$ cat config.mk
export PLATFORM = sky130hd
export DESIGN_NAME = alu_writeback
export DESIGN_NICKNAME = d
export VERILOG_FILES = /design/src/rtl/alu_writeback.sv
export SDC_FILE = /design/constraint.sdc
export NUM_CORES = 1
export LEC_CHECK = 0
export CAP_MARGIN = 20
export CORE_MARGIN = 5
export CORE_UTILIZATION = 60
export DETAILED_ROUTE_END_ITERATION = 16
export DONT_BUFFER_PORTS = 1
export GPL_ROUTABILITY_DRIVEN = 0
export HOLD_SLACK_MARGIN = 0.06
export PLACE_DENSITY = 0.81
export SLEW_MARGIN = 10
export SYNTH_ARGS = -nofsm -noshare
export SYNTH_HDL_FRONTEND = slang
export SYNTH_SLANG_ARGS = --single-unit
$ cat constraint.sdc
create_clock -name clk -period 28.1 [get_ports clk]
set_input_delay 2.81 -clock clk [delete_from_list [all_inputs] [get_ports clk]]
set_output_delay 2.81 -clock clk [all_outputs]
set_load 0.01 [all_outputs]
$ cat src/rtl/alu_writeback.sv
// alu_writeback: commit stage behind the ALU.
// Writes W or the file bank, tracks flags, counts retired ops.
module alu_writeback #(
  parameter int DATA_W = 16,
  parameter int AW = 4
) (
  input  logic              clk,
  input  logic              reset,
  input  logic              wb_valid,
  input  logic [3:0]        inst,
  input  logic              dest,
  input  logic [AW-1:0]     faddr,
  input  logic [DATA_W:0]   ans,
  input  logic [AW-1:0]     raddr,
  output logic [DATA_W-1:0] f,
  output logic [DATA_W-1:0] w,
  output logic [2:0]        status,
  output logic [15:0]       retired,
  output logic              wb_ack,
  output logic              illegal
);

  localparam int NREG = 2**AW;

  logic [DATA_W-1:0] rf [NREG];
  logic              legal;
  logic              wr;
  logic              upd_zn;
  logic              upd_c;
  logic [DATA_W-1:0] v;
  logic              c_q;
  logic              z_q;
  logic              n_q;

  always_comb begin
    legal  = 1'b0;
    wr     = 1'b0;
    upd_zn = 1'b0;
    upd_c  = 1'b0;
    unique case (inst)
      4'd1: begin
        legal = 1'b1;
        wr    = 1'b1;
      end
      4'd2, 4'd3: begin
        legal  = 1'b1;
        wr     = 1'b1;
        upd_zn = 1'b1;
        upd_c  = 1'b1;
      end
      4'd8: legal = 1'b1;
      4'd0, 4'd4, 4'd5, 4'd6,
      4'd7, 4'd9, 4'd10: begin
        legal  = 1'b1;
        wr     = 1'b1;
        upd_zn = 1'b1;
      end
      default: ;
    endcase
  end

  // clear forces zero, so Z=1/N=0 fall out of the normal flag path
  assign v = (inst == 4'd9) ? '0 : ans[DATA_W-1:0];

  assign f      = rf[raddr];
  assign status = {n_q, z_q, c_q};

  always_ff @(posedge clk or posedge reset) begin
    if (reset) begin
      w       <= '0;
      c_q     <= 1'b0;
      z_q     <= 1'b0;
      n_q     <= 1'b0;
      retired <= '0;
      wb_ack  <= 1'b0;
      illegal <= 1'b0;
      for (int i = 0; i < NREG; i++)
        rf[i] <= '0;
    end else begin
      wb_ack <= wb_valid & legal;
      if (wb_valid) begin
        if (!legal) begin
          illegal <= 1'b1;
        end else begin
          retired <= retired + 16'd1;
          if (wr) begin
            if (dest)
              rf[faddr] <= v;
            else
              w <= v;
          end
          if (upd_zn) begin
            z_q <= (v == '0);
            n_q <= v[DATA_W-1];
          end
          if (upd_c)
            c_q <= ans[DATA_W];
        end
      end
    end
  end

endmodule

==> parameters.txt, run 1 <==
Parameter                              Value

Status
  Outcome ... completed

CTS
  Clock root cell ... sky130_fd_sc_hd__clkbuf_16
  Count of buffers added by post-CTS timing repair for setup ... 0
  Source-to-sink clock delay at the later pin of the worst-skew pair ... 0.53 ns
  CTS H-Tree Depth ... 1
  Post-CTS clock slew at the launch and capture registers of the worst setup and hold paths ... 0.06 ns
  Sinks on the clock net ... 293
  Max clock buf depth ... 3
  Total CTS buffers ... 28
  Post-cts gate resize count ... 0
  Count of hold buffers inserted by post-cts repair ... 0
  Clock tree from TritonCTS ... yes

Die
  Chip Width ... 159 um
  Height of the chip ... 159 um
  Standard cell core area ... 21800 um2
  IO Count ... 86
  Initial core utilization ... 0.611
  Die Footprint ... 25300 um2
  Row Count ... 54

Routing
  Post-Route WL ... 30.1 mm
  Count of routing violations after the opening detailed-route iteration ... 616
  Routed length per instance ... 26.1 um
  Routed Antenna Nets ... 0
  Vias after detailed routing ... 7604
  DR DRC count ... 0
  Number of optimization iterations in the first detailed-route pass ... 5
  Number of vias per cell after detailed routing ... 6.59

Yosys
  Flip-flop and latch count after synthesis ... 293
  Cell area after synthesis ... 13300 um2
  FFs w/ async S/R, synth ... 1.00
  Yosys warns ... 0
  Number of unique standard cell types used by synthesis ... 41
  Post-Synthesis Cells ... 866
  Sequential element share of the synthesized area ... 0.550
  Top area cells in the synthesized netlist ... sky130_fd_sc_hd__dfrtp_1, sky130_fd_sc_hd__mux2_2, sky130_fd_sc_hd__mux4_2, sky130_fd_sc_hd__a22oi_1, sky130_fd_sc_hd__nor2b_1
  Synth Net Count ... 900
  Most used flip-flop cell after synthesis ... sky130_fd_sc_hd__dfrtp_1
  Area share of the largest cell type after synthesis ... 0.550
  Synthesized area per cell ... 15.4 um2
  Library cell with the largest summed area after synthesis ... sky130_fd_sc_hd__dfrtp_1
  Number of enable flip-flop cells after synthesis ... 0

Critical path
  Start of the worst register-to-register path ... retired[2]
  Combined buffer and inverter count along the critical path ... 0
  Sequence of cells on the critical path ... and2_1 -> a22oi_1 -> nand2_1
  Slowest cell on the critical path ... sky130_fd_sc_hd__and2_1
  Worst setup path startpoint ... raddr[3]
  Delay of the slowest critical-path stage ... 0.71 ns
  Setup Crit Path Kind ... primary input to output pin
  CP Data Required Time ... 25.29 ns
  Arrival time at the worst endpoint ... 3.93 ns
  Startpoint type of the worst setup path ... primary input
  Max FO, Critical Path ... 16
  Endpoint kind of the worst setup timing path ... output pin
  Cell type group with the largest total delay on the critical path ... simple AND/OR/NAND/NOR gates

STA
  Slew of the pin with the lowest slew margin ... 1.16 ns
  Final Hold Viols ... 0
  Layout Skew ... 0.00144 ns
  Setup violations, final ... 0
  Total count of max-transition violations in the final report ... 0
  Worst hold slack across all endpoints ... 0.502 ns
  Max frequency ... 148 MHz
  Setup repair after global routing missed its margin ... no
  Total negative slack for setup checks ... 0 ns
  Max transition margin ... 0.228
  Fin crit share ... 0.240
  Min Tclk post-route ... 6.74 ns

Worst hold path
  Worst min-delay path category ... flop to flop
  Worst Hold Launch ... rf[207]

Finish
  Most common cell after layout, fill and taps aside ... sky130_fd_sc_hd__dfrtp_1
  Synth-to-Final Area Change ... 9.52%
  Antenna Cells ... 0
  Net count reported at finish ... 895
  Fill cell count ... 1410
  Area taken by flip-flops and latches ... 7330 um2
  Fraction of final layout cells with drive strength greater than 1 ... 0.497
  Commonest non-fill, non-tap cells in the layout ... sky130_fd_sc_hd__dfrtp_1, sky130_fd_sc_hd__mux2_2, sky130_fd_sc_hd__mux4_2
  Area of combinational cells with multiple inputs ... 5640 um2

Pwr
  Static power due to leakage ... 6.64 nW
  Power per Cell Area ... 74.6 nW/um2
  Peak supply drop ... 34.3 uV

Placed design
  Number of input and output port buffers inserted ... 0
  DPL Wire Length ... 18.8 mm

Global routing
  Via count of the first global-routing pass ... 8246
  Number of antenna violations at the first check in global routing ... 0
  GRT Resource Usage Total ... 0.236
  First-pass GRT wire length ... 47.9 mm
  Maximum number of pins on one net before global-route repair ... 139
  Total congestion overflow after global routing ... 0

Run
  Number of maximum-capacitance constraint violations ... 0
[layout make-up]
type                    count  area share
clock buffers              38      0.0561
clock inverters             5     0.00685
inverters                   7     0.00231
multi-input cells         503       0.386
flip-flops and latches    293       0.502
well taps                 280      0.0240
repair buffers             28      0.0224
[state kept, by name (all words and copies together), names as in the netlist]
register	cells
n_q	1
z_q	1
illegal	1
c_q	1
wb_ack	1
retired	16
rf	256
w	16
[synth_stat cells, drive strengths merged, types with 2 or more instances]
cell,n
nor3,10
nand4b,2
dfrtp,293
a21oi,3
mux2,276
nand3,6
nor4,6
xor2,10
xnor2,6
nor3b,5
mux4,64
nand2,25
nor2,17
nand2b,3
clkbuf,28
a22oi,32
buf,35
nand4,5
nor2b,18
and3,3
or3,2
inv,7
[stage by stage]
step / area, um2 / worst slack, ns / std cells / power [mW] / utilization
after floorplan: 13300 / 17.20 / 866 / 0.677 / -
after global placement: 13400 / 21.39 / 1094 / 0.698 / 0.616
after detailed placement: 13500 / 21.38 / 1097 / 0.716 / 0.619
after CTS: 14400 / 21.39 / 1140 / 1.10 / 0.661
after global routing: 14600 / 21.28 / 1154 / 1.14 / 0.669
final: 14600 / 21.36 / 1154 / 1.09 / 0.669
[per-layer routing]
metal / part of all wire / GRT usage
met5: 0 / 0
met3: 0.068 / 0.0538
met4: 0.020 / 0.0640
met2: 0.50 / 0.394
met1: 0.41 / 0.318
[logic make-up after synthesis]
| kind of cell | Yosys count | synth area share |
|---|---|---|
| muxes | 340 | 0.341 |
| adders and majority gates | 1 | 0.000938 |
| and+or+nand+nor | 107 | 0.0464 |
| xor gates and xnor gates | 16 | 0.0111 |
| AOI/OAI and AO/OA | 39 | 0.0229 |
| DFF | 293 | 0.550 |
| buffers and inverters | 70 | 0.0279 |
[final timing paths]
kind	to	slack, ns	cells after the start
min in group asynchronous	rf[44]	2.35	1
max	f[14]	21.36	3
min	rf[207]	0.50	1
max in group asynchronous	n_q	24.30	2
min reg2reg	rf[207]	0.50	1
max reg2reg	retired[13]	26.49	4
[power by group]
part	switching (mW)	internal, mW	leakage [nW]
logic	0.0641	0.0968	2.38
clock network	0.150	0.228	0.454
registers	0.0506	0.500	3.80
total	0.265	0.825	6.64
(Power assumes the default switching activity.)
==> run 2, diff against run 1 <==
==> constraint.sdc (replaced) <==
create_clock -name clk -period 6.6 [get_ports clk]
set_input_delay 0.66 -clock clk [delete_from_list [all_inputs] [get_ports clk]]
set_output_delay 0.66 -clock clk [all_outputs]
set_load 0.01 [all_outputs]
==> run 2 against run 1 <==
Die area unchanged. Design area is 0.84% lower. Total power rose to 4.3 times the previous value. Via count down 2.0%. Register-to-register slack got worse by 21 ns. Wire length decreased by 7.1%. Sequential power increased to 4.2 times the previous value. Non-clock buffer count is 9 lower.
==> parameters.txt, run 2 (synthesis results as in run 1) <==
Parameter                              Value

Finish
  Commonest non-fill, non-tap cells in the layout ... sky130_fd_sc_hd__dfrtp_1, sky130_fd_sc_hd__mux2_2, sky130_fd_sc_hd__mux4_2
  Net count reported at finish ... 887
  Synth-to-Final Area Change ... 8.60%
  Top flop regs ... rf (256), retired (16), w (16)
  Antenna Cells ... 0
  Largest register FFs ... 256
  Fraction of final layout cells with drive strength greater than 1 ... 0.492
  Register with the highest flop count ... rf
  Area of all placed cells without fillers ... 14500 um2
  Most common cell after layout, fill and taps aside ... sky130_fd_sc_hd__dfrtp_1
  Core occupancy in the finished layout ... 0.664

CTS
  Max clock buf depth ... 3
  Sinks on the clock net ... 293
  Clock root cell ... sky130_fd_sc_hd__clkbuf_16
  CTS H-Tree Depth ... 1
  Total CTS buffers ... 29
  Source-to-sink clock delay at the later pin of the worst-skew pair ... 0.53 ns
  Clock tree from TritonCTS ... yes
  Post-CTS clock slew at the launch and capture registers of the worst setup and hold paths ... 0.06 ns
  Count of buffers added by post-CTS timing repair for setup ... 0

STA
  Layout Skew ... 0.00355 ns
  Worst hold slack across all endpoints ... 0.264 ns
  Max frequency ... 376 MHz
  Total count of max-transition violations in the final report ... 0
  Slew of the pin with the lowest slew margin ... 1.10 ns
  Final Hold Viols ... 0
  Min Tclk post-route ... 2.66 ns
  Max transition margin ... 0.268
  Setup violations, final ... 0
  Fin crit share ... 0.403
  Total negative slack for setup checks ... 0 ns
  Setup repair after global routing missed its margin ... no

Critical path
  CP Data Required Time ... 5.94 ns
  Endpoint kind of the worst setup timing path ... output pin
  Slowest cell on the critical path ... sky130_fd_sc_hd__mux4_2
  Max FO, Critical Path ... 2
  Arrival time at the worst endpoint ... 2.00 ns
  Cell type group with the largest total delay on the critical path ... multiplexers
  Startpoint type of the worst setup path ... flop
  Delay of the slowest critical-path stage ... 0.49 ns
  Combined buffer and inverter count along the critical path ... 0
  Setup Crit Path Kind ... flop to output pin
  Sequence of cells on the critical path ... mux4_2 -> a22oi_1 -> nand2_1

Die
  Standard cell core area ... 21800 um2
  IO Count ... 86
  Row Count ... 54
  Die Footprint ... 25300 um2
  Chip Width ... 159 um
  Height of the chip ... 159 um
  Initial core utilization ... 0.611

Worst hold path
  Worst min-delay path category ... primary input to flop

Pwr
  Peak supply drop ... 166 uV
  Power per Cell Area ... 321 nW/um2
  Net Switching ... 1.14 mW
  Combinational power share ... 0.146
  Switch share ... 0.245
  Part of the total power dissipated in sequential elements ... 0.503
  Clock share of power ... 0.351
  Pint ... 3.51 mW
  Static power due to leakage ... 6.58 nW

Routing
  Routed Antenna Nets ... 0
  Routed length per instance ... 24.3 um
  Post-Route WL ... 27.9 mm
  Vias after detailed routing ... 7455
  Number of optimization iterations in the first detailed-route pass ... 5
  Count of routing violations after the opening detailed-route iteration ... 712
  Number of vias per cell after detailed routing ... 6.47
  DR DRC count ... 0

Status
  Outcome ... completed

Global routing
  Total congestion overflow after global routing ... 0
  First-pass GRT wire length ... 45.9 mm
  Number of antenna violations at the first check in global routing ... 0
  Maximum number of pins on one net before global-route repair ... 197
  GRT Resource Usage Total ... 0.222
  Via count of the first global-routing pass ... 8091

Placed design
  Placement-stage cell area ... 13400 um2
  Number of input and output port buffers inserted ... 0
  DPL Wire Length ... 17.7 mm

Run
  Number of maximum-capacitance constraint violations ... 0
-- run 2: cell types whose count changed in the layout (fill, tap and decap cells not counted), moves of 2 or more --
cell and change:
sky130_fd_sc_hd__clkinv_4 +2, sky130_fd_sc_hd__buf_4 -3, sky130_fd_sc_hd__clkbuf_1 +2, sky130_fd_sc_hd__clkbuf_8 +2, sky130_fd_sc_hd__buf_16 -3, sky130_fd_sc_hd__buf_8 -5
-- run 2: path summary, 6_finish.rpt --
path | slack (ns) | cells after the start | start | end
max | 3.94 | 3 | rf[72] | f[8]
min | 0.26 | 2 | inst[3] | illegal
max reg2reg | 5.01 | 4 | retired[2] | retired[13]
min reg2reg | 0.50 | 1 | rf[200] | rf[200]
max in group asynchronous | 4.66 | 3 | reset | rf[56]
min in group asynchronous | 0.59 | 2 | reset | rf[171]
-- run 2: metrics by stage --
step / power, mW / std cells / worst slack [ns]
after floorplan: 2.88 / 866 / 2.05
after global placement: 2.97 / 1089 / 4.03
after detailed placement: 3.04 / 1089 / 4.02
after CTS: 4.68 / 1140 / 3.91
after global routing: 4.86 / 1152 / 3.87
final: 4.65 / 1152 / 3.94
-- run 2: worst register-to-register path, cell delays in order, from the launching register on --
cell	delay, ns
sky130_fd_sc_hd__dfrtp_1	0.47
sky130_fd_sc_hd__and3_1	0.19
sky130_fd_sc_hd__nand3_1	0.26
sky130_fd_sc_hd__nor4_1	0.43
sky130_fd_sc_hd__xor2_1	0.17
-- run 2: per-layer routing --
| layer | share of wire | vias up | global-route usage | wire length (um) |
|---|---|---|---|---|
| li1 | - | 3176 | - | - |
| met1 | 0.42 | 3994 | 0.300 | 11600 |
| met2 | 0.50 | 249 | 0.375 | 13900 |
| met3 | 0.065 | 36 | 0.0448 | 1820 |
| met4 | 0.021 | 0 | 0.0570 | 577 |
| met5 | 0 | - | 0 | 0 |
-- run 2: layout make-up --
| type | count | area [um2] |
|---|---|---|
| Timing Repair Buffer | 19 | 178 |
| Clock buffer | 42 | 855 |
| Sequential cell | 293 | 7330 |
| Clock inverter | 8 | 101 |
| Tap cell | 280 | 350 |
| Fill cell | 1434 | 7340 |
| Inverter | 7 | 30.0 |
| Multi-Input combinational cell | 503 | 5640 |
-- run 2: power by group through the flow --
stage | clock network, mW | registers (mW) | logic, mW
floorplan | 0 | 2.30 | 0.587
global placement | 0 | 2.33 | 0.637
detailed placement | 0 | 2.37 | 0.673
CTS | 1.66 | 2.34 | 0.678
global route | 1.74 | 2.38 | 0.742
finish | 1.63 | 2.34 | 0.679
-- run 2: repair_timing --
item                                    in CTS  in global routing
gates resized for setup                      0                  0
hold buffers                                 1                  0
endpoints found under the hold margin       15                  0
endpoints found under the setup margin       0                  0
==> run 3, diff against run 2 <==
--- a/config.mk
+++ b/config.mk
@@ -7,12 +7,12 @@
 export LEC_CHECK = 0
 export CAP_MARGIN = 20
 export CORE_MARGIN = 5
-export CORE_UTILIZATION = 60
+export CORE_UTILIZATION = 57
 export DETAILED_ROUTE_END_ITERATION = 16
 export DONT_BUFFER_PORTS = 1
 export GPL_ROUTABILITY_DRIVEN = 0
 export HOLD_SLACK_MARGIN = 0.06
-export PLACE_DENSITY = 0.81
+export PLACE_DENSITY = 0.8
 export SLEW_MARGIN = 10
 export SYNTH_ARGS = -nofsm -noshare
 export SYNTH_HDL_FRONTEND = slang
==> constraint.sdc (replaced) <==
create_clock -name clk -period 2.3 [get_ports clk]
set_input_delay 0.23 -clock clk [delete_from_list [all_inputs] [get_ports clk]]
set_output_delay 0.23 -clock clk [all_outputs]
set_load 0.01 [all_outputs]
==> run 3 against run 2 <==
Sequential share of layout area fell by 1.3 points. Global-route usage fell by 0.18 points. Critical endpoint is now f[9]. Clock-buffer cell count fell by 2. Critical path type unchanged. Total power rose to 2.9 times the previous value.
==> parameters.txt, run 3 (synthesis results as in run 1) <==
Parameter                              Value

Status
  Outcome ... completed

STA
  Max frequency ... 453 MHz
  Slew of the pin with the lowest slew margin ... 0.836 ns
  Max transition margin ... 0.443
  Layout Skew ... 0.00594 ns
  Final Hold Viols ... 0
  Min Tclk post-route ... 2.21 ns
  Total negative slack for setup checks ... 0 ns
  Fin crit share ... 0.960
  Setup repair after global routing missed its margin ... no
  Setup violations, final ... 0
  Total count of max-transition violations in the final report ... 0

Placed design
  Placed insts ... 1164
  DPL Wire Length ... 17.5 mm
  Number of input and output port buffers inserted ... 0

CTS
  Source-to-sink clock delay at the later pin of the worst-skew pair ... 0.54 ns
  Max clock buf depth ... 3
  Post-CTS clock slew at the launch and capture registers of the worst setup and hold paths ... 0.06 ns
  Sinks on the clock net ... 293
  Total CTS buffers ... 30
  CTS H-Tree Depth ... 1
  Count of buffers added by post-CTS timing repair for setup ... 0
  Clock tree from TritonCTS ... yes
  Clock root cell ... sky130_fd_sc_hd__clkbuf_16

Routing
  Count of routing violations after the opening detailed-route iteration ... 657
  Post-Route WL ... 28.5 mm
  Routed Antenna Nets ... 0
  Number of vias per cell after detailed routing ... 6.09
  Vias after detailed routing ... 7478
  DR DRC count ... 0
  Number of optimization iterations in the first detailed-route pass ... 4
  Routed length per instance ... 23.2 um

Pwr
  Static power due to leakage ... 6.77 nW
  Overall power consumption ... 13.6 mW
  Power per Cell Area ... 915 nW/um2
  Peak supply drop ... 579 uV

Critical path
  Start of the worst register-to-register path ... retired[2]
  Endpoint kind of the worst setup timing path ... output pin
  CP Data Required Time ... 2.07 ns
  Max FO, Critical Path ... 2
  Worst reg2reg setup slack ... 0.68 ns
  Number of logic stages on the critical path including buffering ... 3
  Cell type group with the largest total delay on the critical path ... multiplexers
  Setup Crit Path Kind ... flop to output pin
  Sequence of cells on the critical path ... mux4_2 -> a22oi_1 -> nand2_1
  Combined buffer and inverter count along the critical path ... 0
  Critical register-to-register path endpoint ... retired[15]
  Arrival time at the worst endpoint ... 1.98 ns
  Startpoint type of the worst setup path ... flop
  Delay of the slowest critical-path stage ... 0.48 ns
  Register-to-Register Path Depth ... 4
  Slowest cell on the critical path ... sky130_fd_sc_hd__mux4_2

Finish
  Largest register FFs ... 256
  Fraction of final layout cells with drive strength greater than 1 ... 0.504
  Area of combinational cells with multiple inputs ... 5630 um2
  Area taken by flip-flops and latches ... 7330 um2
  Count of placed standard cells in the final layout, fillers left out ... 1227
  Synth-to-Final Area Change ... 11.5%
  Antenna Cells ... 0
  Core occupancy in the finished layout ... 0.640
  Most common cell after layout, fill and taps aside ... sky130_fd_sc_hd__dfrtp_1
  Top flop regs ... rf (256), retired (16), w (16)
  Register with the highest flop count ... rf
  Fill cell count ... 1615
  Net count reported at finish ... 918
  Commonest non-fill, non-tap cells in the layout ... sky130_fd_sc_hd__dfrtp_1, sky130_fd_sc_hd__mux2_2, sky130_fd_sc_hd__mux4_2

Die
  Die Footprint ... 26600 um2
  IO Count ... 86
  Standard cell core area ... 23300 um2
  Chip Width ... 163 um
  Height of the chip ... 163 um
  Row Count ... 56
  Initial core utilization ... 0.573

Run
  Number of maximum-capacitance constraint violations ... 0

Global routing
  Total congestion overflow after global routing ... 0
  First-pass GRT wire length ... 46.2 mm
  Number of antenna violations at the first check in global routing ... 0
  Maximum number of pins on one net before global-route repair ... 85
  GRT Resource Usage Total ... 0.221
  Via count of the first global-routing pass ... 8273

Worst hold path
  Number of stages on the worst hold path ... 3
  Sink of the worst hold path ... n_q
  Worst min-delay path category ... primary input to flop
  Worst Hold Launch ... inst[0]
## run 3: changes by cell type in the layout (fill, tap and decap cells not counted), moves of 3 or more
cell	delta
sky130_fd_sc_hd__buf_4	+20
sky130_fd_sc_hd__clkinv_2	+8
sky130_fd_sc_hd__dlygate4sd3_1	+6
sky130_fd_sc_hd__buf_12	+5
sky130_fd_sc_hd__clkbuf_8	-3
## run 3: area by class of cell
cell class	instances	area share
Tap cell	319	0.0268
Inverter	7	0.00202
Clock buffer	40	0.0578
Clock inverter	16	0.0108
Timing Repair Buffer	49	0.0310
Multi-Input combinational cell	503	0.379
Sequential cell	293	0.493
## run 3: worst max-delay path by stage
stage / startpoint / end / slack [ns]
after floorplan: reset / c_q / -1.82
after global placement: inst[0] / rf[210] / 0.59
after detailed placement: inst[0] / rf[210] / 0.58
after CTS: rf[73] / f[9] / 0.09
after global routing: rf[113] / f[1] / 0.03
final: rf[73] / f[9] / 0.09
## run 3: per-layer routing
| metal | track usage | routed length, um | part of all wire | vias up |
|---|---|---|---|---|
| met5 | 0 | 0 | 0 | - |
| met4 | 0.0553 | 619 | 0.022 | 0 |
| met3 | 0.0380 | 2020 | 0.071 | 46 |
| met2 | 0.363 | 13900 | 0.49 | 223 |
| met1 | 0.311 | 11900 | 0.42 | 3966 |
| li1 | - | - | - | 3243 |
## run 3: timing repair
action	4_1_cts	5_1_grt
hold endpoints to repair	296	0
hold buffers	7	0
resized for setup	0	0
## run 3: power by group
part           total [mW]  leakage (nW)  switching (mW)  internal (mW)
Combinational        1.96          2.45           0.755           1.20
Clock                4.94         0.513            1.98           2.96
Sequential           6.71          3.80           0.603           6.11
## run 3: stage by stage
stage	hold slack (ns)	setup slack (ns)	instance area [um2]
after floorplan	0.368	-1.82	13300
after global placement	0.0935	0.588	13800
after detailed placement	0.103	0.584	13800
after CTS	0.0774	0.0888	14900
after global routing	0.0957	0.0328	14900
final	0.0904	0.0915	14900
## run 3: worst min-delay path: cells and delay by family
kind / cells / cell delay [ns]
multiplexers: 1 / 0.16
AND/OR/NAND/NOR: 2 / 0.20
